[config.mk]
export PLATFORM = sky130hd
export DESIGN_NAME = mult_div_unit
export DESIGN_NICKNAME = d
export VERILOG_FILES = /design/src/rtl/mult_div_unit.sv
export SDC_FILE = /design/constraint.sdc
export NUM_CORES = 1
export LEC_CHECK = 0
export CORE_MARGIN = 2
export CORE_UTILIZATION = 45
export DETAILED_ROUTE_END_ITERATION = 12
export PLACE_DENSITY_LB_ADDON = 0.25
export RECOVER_POWER = 100
export SLEW_MARGIN = 20
export SYNTH_ARGS = -nofsm -noshare
export SYNTH_HDL_FRONTEND = slang
export SYNTH_SLANG_ARGS = --single-unit
[constraint.sdc]
create_clock -name clk -period 12.3 [get_ports clk]
set_clock_uncertainty 0.05 [all_clocks]
set_input_delay 1.23 -clock clk [delete_from_list [all_inputs] [get_ports clk]]
set_output_delay 1.23 -clock clk [all_outputs]
set_load 0.005 [all_outputs]
[src/rtl/mult_div_unit.sv]
// Iterative 32x32 multiply/divide unit: one shift-add or restoring shift-subtract
// step per cycle, 32 cycles per operation, results held in hi/lo until the next completion.
module mult_div_unit (
    input  logic        clk,
    input  logic        rst,
    input  logic        start,
    input  logic [1:0]  op,
    input  logic [31:0] a,
    input  logic [31:0] b,
    output logic        busy,
    output logic        done,
    output logic [31:0] hi,
    output logic [31:0] lo,
    output logic        div_by_zero
);

    typedef enum logic {
        IDLE = 1'b0,
        RUN  = 1'b1
    } state_t;

    state_t      state_r;
    logic [5:0]  cnt_r;
    logic        is_div_r;
    logic        neg_q_r;
    logic        neg_r_r;
    logic        b_zero_r;
    logic [31:0] a_r;
    logic [31:0] divisor_r;
    logic [63:0] acc_r;
    logic        busy_r;
    logic        done_r;
    logic [31:0] hi_r;
    logic [31:0] lo_r;
    logic        dbz_r;

    logic        signed_op_s;
    logic [31:0] mag_a_s;
    logic [31:0] mag_b_s;
    logic [32:0] sum_s;
    logic [32:0] rem_shift_s;
    logic [32:0] diff_s;
    logic [63:0] acc_step_s;
    logic [63:0] prod_s;
    logic [31:0] hi_fin_s;
    logic [31:0] lo_fin_s;

    // Operand magnitudes for the signed operations, computed from the live inputs at capture.
    always_comb begin
        signed_op_s = ~op[0];
        if (signed_op_s && a[31]) begin
            mag_a_s = 32'd0 - a;
        end else begin
            mag_a_s = a;
        end
        if (signed_op_s && b[31]) begin
            mag_b_s = 32'd0 - b;
        end else begin
            mag_b_s = b;
        end
    end

    // One iteration: acc holds {partial, multiplier} for multiply, {remainder, dividend} for divide.
    always_comb begin
        sum_s       = 33'd0;
        rem_shift_s = 33'd0;
        diff_s      = 33'd0;
        acc_step_s  = acc_r;
        if (is_div_r) begin
            rem_shift_s = acc_r[63:31];
            diff_s      = rem_shift_s - {1'b0, divisor_r};
            if (!diff_s[32]) begin
                acc_step_s = {diff_s[31:0], acc_r[30:0], 1'b1};
            end else begin
                acc_step_s = {acc_r[62:0], 1'b0};
            end
        end else begin
            sum_s      = {1'b0, acc_r[63:32]} + (acc_r[0] ? {1'b0, divisor_r} : 33'd0);
            acc_step_s = {sum_s, acc_r[31:1]};
        end
    end

    // Sign fix-up of the final iteration's result; divide by zero returns all-ones quotient and a.
    always_comb begin
        prod_s   = 64'd0;
        hi_fin_s = 32'd0;
        lo_fin_s = 32'd0;
        if (is_div_r) begin
            if (b_zero_r) begin
                hi_fin_s = a_r;
                lo_fin_s = 32'hFFFF_FFFF;
            end else begin
                lo_fin_s = neg_q_r ? (32'd0 - acc_step_s[31:0])  : acc_step_s[31:0];
                hi_fin_s = neg_r_r ? (32'd0 - acc_step_s[63:32]) : acc_step_s[63:32];
            end
        end else begin
            prod_s   = neg_q_r ? (64'd0 - acc_step_s) : acc_step_s;
            hi_fin_s = prod_s[63:32];
            lo_fin_s = prod_s[31:0];
        end
    end

    // Control FSM, iteration datapath registers and registered result outputs.
    always_ff @(posedge clk or posedge rst) begin
        if (rst) begin
            state_r   <= IDLE;
            cnt_r     <= 6'd0;
            is_div_r  <= 1'b0;
            neg_q_r   <= 1'b0;
            neg_r_r   <= 1'b0;
            b_zero_r  <= 1'b0;
            a_r       <= 32'd0;
            divisor_r <= 32'd0;
            acc_r     <= 64'd0;
            busy_r    <= 1'b0;
            done_r    <= 1'b0;
            hi_r      <= 32'd0;
            lo_r      <= 32'd0;
            dbz_r     <= 1'b0;
        end else begin
            case (state_r)
                IDLE: begin
                    done_r <= 1'b0;
                    if (start) begin
                        state_r   <= RUN;
                        cnt_r     <= 6'd0;
                        busy_r    <= 1'b1;
                        is_div_r  <= op[1];
                        a_r       <= a;
                        divisor_r <= op[1] ? mag_b_s : mag_a_s;
                        acc_r     <= {32'd0, (op[1] ? mag_a_s : mag_b_s)};
                        neg_q_r   <= signed_op_s & (a[31] ^ b[31]);
                        neg_r_r   <= signed_op_s & a[31];
                        b_zero_r  <= (b == 32'd0);
                    end else begin
                        busy_r <= 1'b0;
                    end
                end
                RUN: begin
                    acc_r <= acc_step_s;
                    cnt_r <= cnt_r + 6'd1;
                    if (cnt_r == 6'd31) begin
                        state_r <= IDLE;
                        busy_r  <= 1'b0;
                        done_r  <= 1'b1;
                        hi_r    <= hi_fin_s;
                        lo_r    <= lo_fin_s;
                        dbz_r   <= is_div_r & b_zero_r;
                    end else begin
                        busy_r <= 1'b1;
                        done_r <= 1'b0;
                    end
                end
                default: begin
                    state_r <= IDLE;
                    busy_r  <= 1'b0;
                    done_r  <= 1'b0;
                end
            endcase
        end
    end

    assign busy        = busy_r;
    assign done        = done_r;
    assign hi          = hi_r;
    assign lo          = lo_r;
    assign div_by_zero = dbz_r;

endmodule

* Word level (Yosys, flattened, before mapping) *
Index checks and enable logic that the tools add are counted.

storage, ports and cells
  register bits = 205
  output and inout bits = 67
  word-level logic and storage cells = 57

operators by class
  add/subtract/negate cells = 8
  eq/ne operators = 2
  muxes and demuxes = 23
  bitwise logic cells = 6
  reductions and logical operators = 5

operator list
  cell                                                                 count
  32-bit two-way mux                                                   11
  64-bit two-way mux                                                   4
  64-bit one-hot mux with 2 select lines                               1
  1-bit by 32-bit subtractor with 32-bit output, first input constant  4
  1-bit by 64-bit subtractor with 64-bit output, first input constant  1
  32-bit by 32-bit adder with 33-bit output                            1
  33-bit by 32-bit subtractor with 33-bit output                       1
  32-bit zero test                                                     1
  6-bit one-hot mux with 2 select lines                                1
  6-bit by 1-bit adder with 6-bit output, second input constant        1
  6-bit by 5-bit == test with 1-bit output, second input constant      1
  6-bit two-way mux                                                    1
  1-bit one-hot mux with 2 select lines                                2
  2-bit AND reduction                                                  2
  1-bit bitwise AND                                                    3
  1-bit two-way mux                                                    3
  1-bit logical AND                                                    2
  2-bit inequality test, second input constant                         1
  1-bit inverter                                                       2
  1-bit bitwise XOR                                                    1

* Longest topological paths before layout *
  word-level depth = 7
  depth in mapped cells = 25
  gate-level depth less buffers = 21

* Worst setup path after synthesis *
OpenSTA, ideal clock, no wires.

  path type = reg2reg
  from = register acc_r[31]
  to = register hi_r[30], in the netlist hi[30]
  library setup time = 124 ps
  data arrival time = 5301 ps
  data required time = 12126 ps
  path slack = 6825 ps
  stages on the path, launching flop included = 26
  path buffers = 4
  cells stage by stage = dfrtp_1 -> inv_1 -> ha_1 -> fa_1 -> nand2b_1 -> a21oi_2 -> o211a_1 -> a21bo_1 -> buf_6 -> a21oi_4 -> xnor2_1 -> buf_2 -> buf_6 -> clkbuf_1 -> nor2_1 -> a21oi_1 -> ha_1 -> o211ai_1 -> nor2_1 -> nand4_1 -> a211o_1 -> or4_1 -> nor3_1 -> a21oi_1 -> mux2i_1 -> a211o_1

between the ends
  longest elaborated chain between the ends = 7

RTL lines
  what                                            RTL line  text
  start: declaration                              30        logic [63:0] acc_r;
  start signal: assignment                        131       acc_r <= {32'd0, (op[1] ? mag_a_s : mag_b_s)};
  start signal: assignment                        140       acc_r <= acc_step_s;
  33-bit by 32-bit subtractor with 33-bit output  71        diff_s = rem_shift_s - {1'b0, divisor_r};
  64-bit two-way mux                              72        if (!diff_s[32]) begin
  64-bit two-way mux (*)                          69        if (is_div_r) begin
  1-bit by 32-bit subtractor with 32-bit output   94        hi_fin_s = neg_r_r ? (32'd0 - acc_step_s[63:32]) : acc_step_s[63:32];
  32-bit two-way mux                              94
  32-bit two-way mux                              89        if (b_zero_r) begin
  32-bit two-way mux (*)                          88        if (is_div_r) begin
  end signal: assignment                          146       hi_r <= hi_fin_s;
  end: declaration                                33        logic [31:0] hi_r;

Mark *: on every way between the ends. The rest lies on a longest branch, timed or not.
A chain may end at the register's enable or synchronous reset.

* Worst setup path in the final report *
  from = register acc_r[31]
  to = register hi_r[26], in the netlist hi[26]

The elaborated chain is that of the path after synthesis.

==> summary.md <==
| Metric | Value |
|---|---|
| Outcome | `finished with violations` |
| Failing checks | `capacitance limit, slew limit` |
| RSZ-0062 raised after global routing | `no` |
| Core Region | `39600 um2` |
| Worst-Skew Late Latency | `0.56 ns` |
| R2R Path Start | `acc_r[31]` |
| Placer Congestion | `1.00` |
| Final instance area | `20400 um2` |
| Placed instance count | `2927` |
| Hold Vio Cnt, Final | `0` |
| Area delta synth->final | `13.3%` |
| Reg2Reg Setup Slack | `3.98 ns` |
| Clock root buffer | `clkbuf_16` |
| Fillers | `3908` |
| Die area | `41700 um2` |
| CP arrival | `8.74 ns` |
| Critical-path top delay cell | `xnor2_1` |
| Hold Path End | `a_r[23]` |
| Post-Synth Simple-Gate Area | `22.9%` |
| Worst setup EP type | `flop` |
| Fin crit period | `8.32 ns` |
| Port buffer count | `135` |
| Most frequent cells in the layout | `nand2_1 (347), nor2_1 (218), a21oi_1 (206), dfrtp_1 (203), o21ai_0 (186)` |
| Post-synth EDFFs | `0` |
| FF-to-FF End | `hi[26]` |
| Crit start category | `flop` |
| CTS tree | `built` |
| CP required | `12.72 ns` |
| Post-Synth Adder-Cell Area | `5.01%` |
| FMAX | `120 MHz` |
| Largest family of logic cells by synthesized area | `compound AO/OA/AOI/OAI gates` |
| Initial core utilization | `45.5%` |
| Async S/R FF share, synth | `100%` |
| Worst Hold Depth | `2` |
| Detailed Routing Iterations Pass 1 | `6` |
| Cell Count, Final, Fillers Out | `2971` |
| Commonest non-fill, non-tap cell in the layout | `nand2_1` |
| IO Pins | `136` |
| XOR/XNOR share of the synthesized area | `8.85%` |
| Final setup violation count | `0` |
| CTS Hold Bufs | `0` |
| Period utilization | `67.6%` |
| Setup TNS | `0 ns` |
| Post-Syn Area | `18000 um2` |
| Post-DRT Antenna Nets | `0` |
| Slowest Stage Delay on Critical Path | `1.61 ns` |
| Post-synthesis mux area share | `3.85%` |
| GRT Resource Usage Total | `34.5%` |
| TritonCTS buffer count | `25` |
| First DRT Iteration DRCs | `1992` |
| Ys flop type | `dfrtp_1` |
| Worst Tran Pin Value | `4.42 ns` |
| Hold Path Class | `flop to flop` |
| Die width | `204 um` |
| Synth Warn # | `0` |
| Final net count | `2569` |
| Drt wl/cell | `24.5 um` |
| CP Buf/Inv Count | `3` |
| Vias per Instance | `6.37` |
| Max clock buf depth | `3` |
| Cts repair resizes | `0` |
| CP delay by family, top | `compound AO/OA/AOI/OAI gates` |
| Multi-input logic area | `12000 um2` |
| Die Y | `204 um` |
| Largest net degree at the start of global routing | `98` |
| Register area share after synthesis | `28.5%` |
| FF-to-FF path depth | `18` |
| Dpl hpwl | `55.6 mm` |
| Number of global-route vias before repair | `17965` |
| Routed Wire Length | `72.8 mm` |
| Initial antenna violation count | `6` |
| Vias post-DR | `18933` |
| # H-tree levels | `1` |
| Max-Cap Viols | `12` |
| Residual DRC | `0` |
| Register area | `5130 um2` |
| Synth Instances | `2370` |
| Post-CTS Setup Bufs | `0` |
| Hold slack | `0.422 ns` |
| Syn_area_per_cell | `7.60 um2` |
| Grt ovf | `0` |
| Critical path class | `flop to flop` |
| TritonCTS Sinks | `205` |
| Synth Area in Compound Gates | `26.2%` |
| Num rows | `73` |
| Worst-path clk slew | `0.06 ns` |
| Slew margin rel. | `-196%` |
| Syn Nets | `2510` |
| Max Fanout on Critical Path | `19` |
| Share of cells above drive strength 1 | `4.01%` |
| CP cell instances | `inv_1 -> ha_1 -> fa_1 -> nand2b_1 -> a21oi_1 -> o211a_1 -> a21bo_1 -> a21oi_4 -> clkbuf_1 -> xnor2_1 -> clkbuf_1 -> mux2_2 -> o21ai_0 -> and3_1 -> nand3_1 -> o41ai_1 -> o32ai_1 -> a21oi_1` |
| Synthesis-stage register bit count | `205` |
| Placed instance area | `19700 um2` |
| Cell variety after synth | `90` |
| Final Max Slew Viols | `568` |
| Hold_sp | `a_r[23]` |
| First-pass GRT wire length | `110 mm` |
-- worst max-delay path by stage --
stage                     startpoint       end  slack (ns)  depth (start not counted)
after floorplan                  rst    a_r[0]        5.42                          1
after global placement     acc_r[31]    hi[30]        6.16                         22
after detailed placement   acc_r[31]    hi[30]        6.00                         22
after CTS                  acc_r[31]    hi[30]        5.91                         22
after global routing             rst  is_div_r        3.85                          4
final                      acc_r[31]    hi[26]        3.98                         18
-- synth_stat cells (all sizes together), types with 6 or more instances --
cell type,instances,share of area (%)
nand2,347,7.2
nor2,220,4.6
a21oi,208,5.9
dfrtp,205,28
o21ai,192,5.3
xnor2,116,5.7
clkbuf,103,2.1
nor3,81,2.4
inv,75,1.6
a211oi,73,3.2
ha,69,4.8
xor2,64,3.1
mux2i,57,3.2
and2,48,1.7
o211ai,48,2.0
a31oi,42,1.5
nand3,37,1.0
buf,33,0.95
and3,28,0.97
a21o,26,1.1
o31ai,22,0.97
nand2b,21,0.73
nand4,21,0.81
nor4,19,0.86
nor2b,16,0.56
o22ai,16,0.56
o21a,15,0.62
or3,15,0.52
a41oi,11,0.53
mux2,11,0.69
o21bai,10,0.42
or2,10,0.35
o41ai,8,0.47
or4,7,0.29
a211o,6,0.29
a32oi,6,0.29
o2111ai,6,0.29
-- final cells by class --
type / count / share of cell area [%]
tap: 525 / 3.22
timing repair buffer: 168 / 7.53
clock buffer: 33 / 3.31
inverter: 77 / 1.42
clock inverter: 9 / 0.606
multi-input combinational: 1952 / 58.8
sequential: 205 / 25.1
antenna: 2 / 0.0245
-- cell families after synthesis --
group | Yosys count
AOI/OAI and AO/OA | 744
xor gates and xnor gates | 180
adders and majority gates | 71
buffers and inverters | 213
DFF | 205
muxes | 68
and+or+nand+nor | 889
-- per-stage QoR --
step	util [%]	worst slack, ns
floorplan	-	5.42
global placement	49.8	6.16
detailed placement	49.8	6.00
CTS	51.8	5.91
global route	51.5	3.85
finish	51.5	3.98
-- flip-flops by register name, indices dropped and copies added, names as in the netlist --
name         cells
neg_r_r          1
divisor_r       32
is_div_r         1
acc_r           64
cnt_r            6
hi              32
busy             1
div_by_zero      1
lo              32
done             1
b_zero_r         1
neg_q_r          1
a_r             32
-- tightest hold or removal path: stages, from the launching register on --
cell	delay [ns]
dfrtp_1	0.34
nand2_1	0.05
nand2_1	0.05
-- routing by layer --
| metal | up-vias | track usage (%) | share of wire [%] |
|---|---|---|---|
| li1 | 8661 | - | - |
| met1 | 9014 | 46.2 | 41 |
| met2 | 1026 | 53.1 | 44 |
| met3 | 224 | 5.79 | 8.7 |
| met4 | 8 | 18.8 | 6.1 |
| met5 | - | 0 | 0.080 |
Power is left out: the tool's default activity adds up to more than one toggle a clock period on the data nets, which glitch-free logic cannot reach.
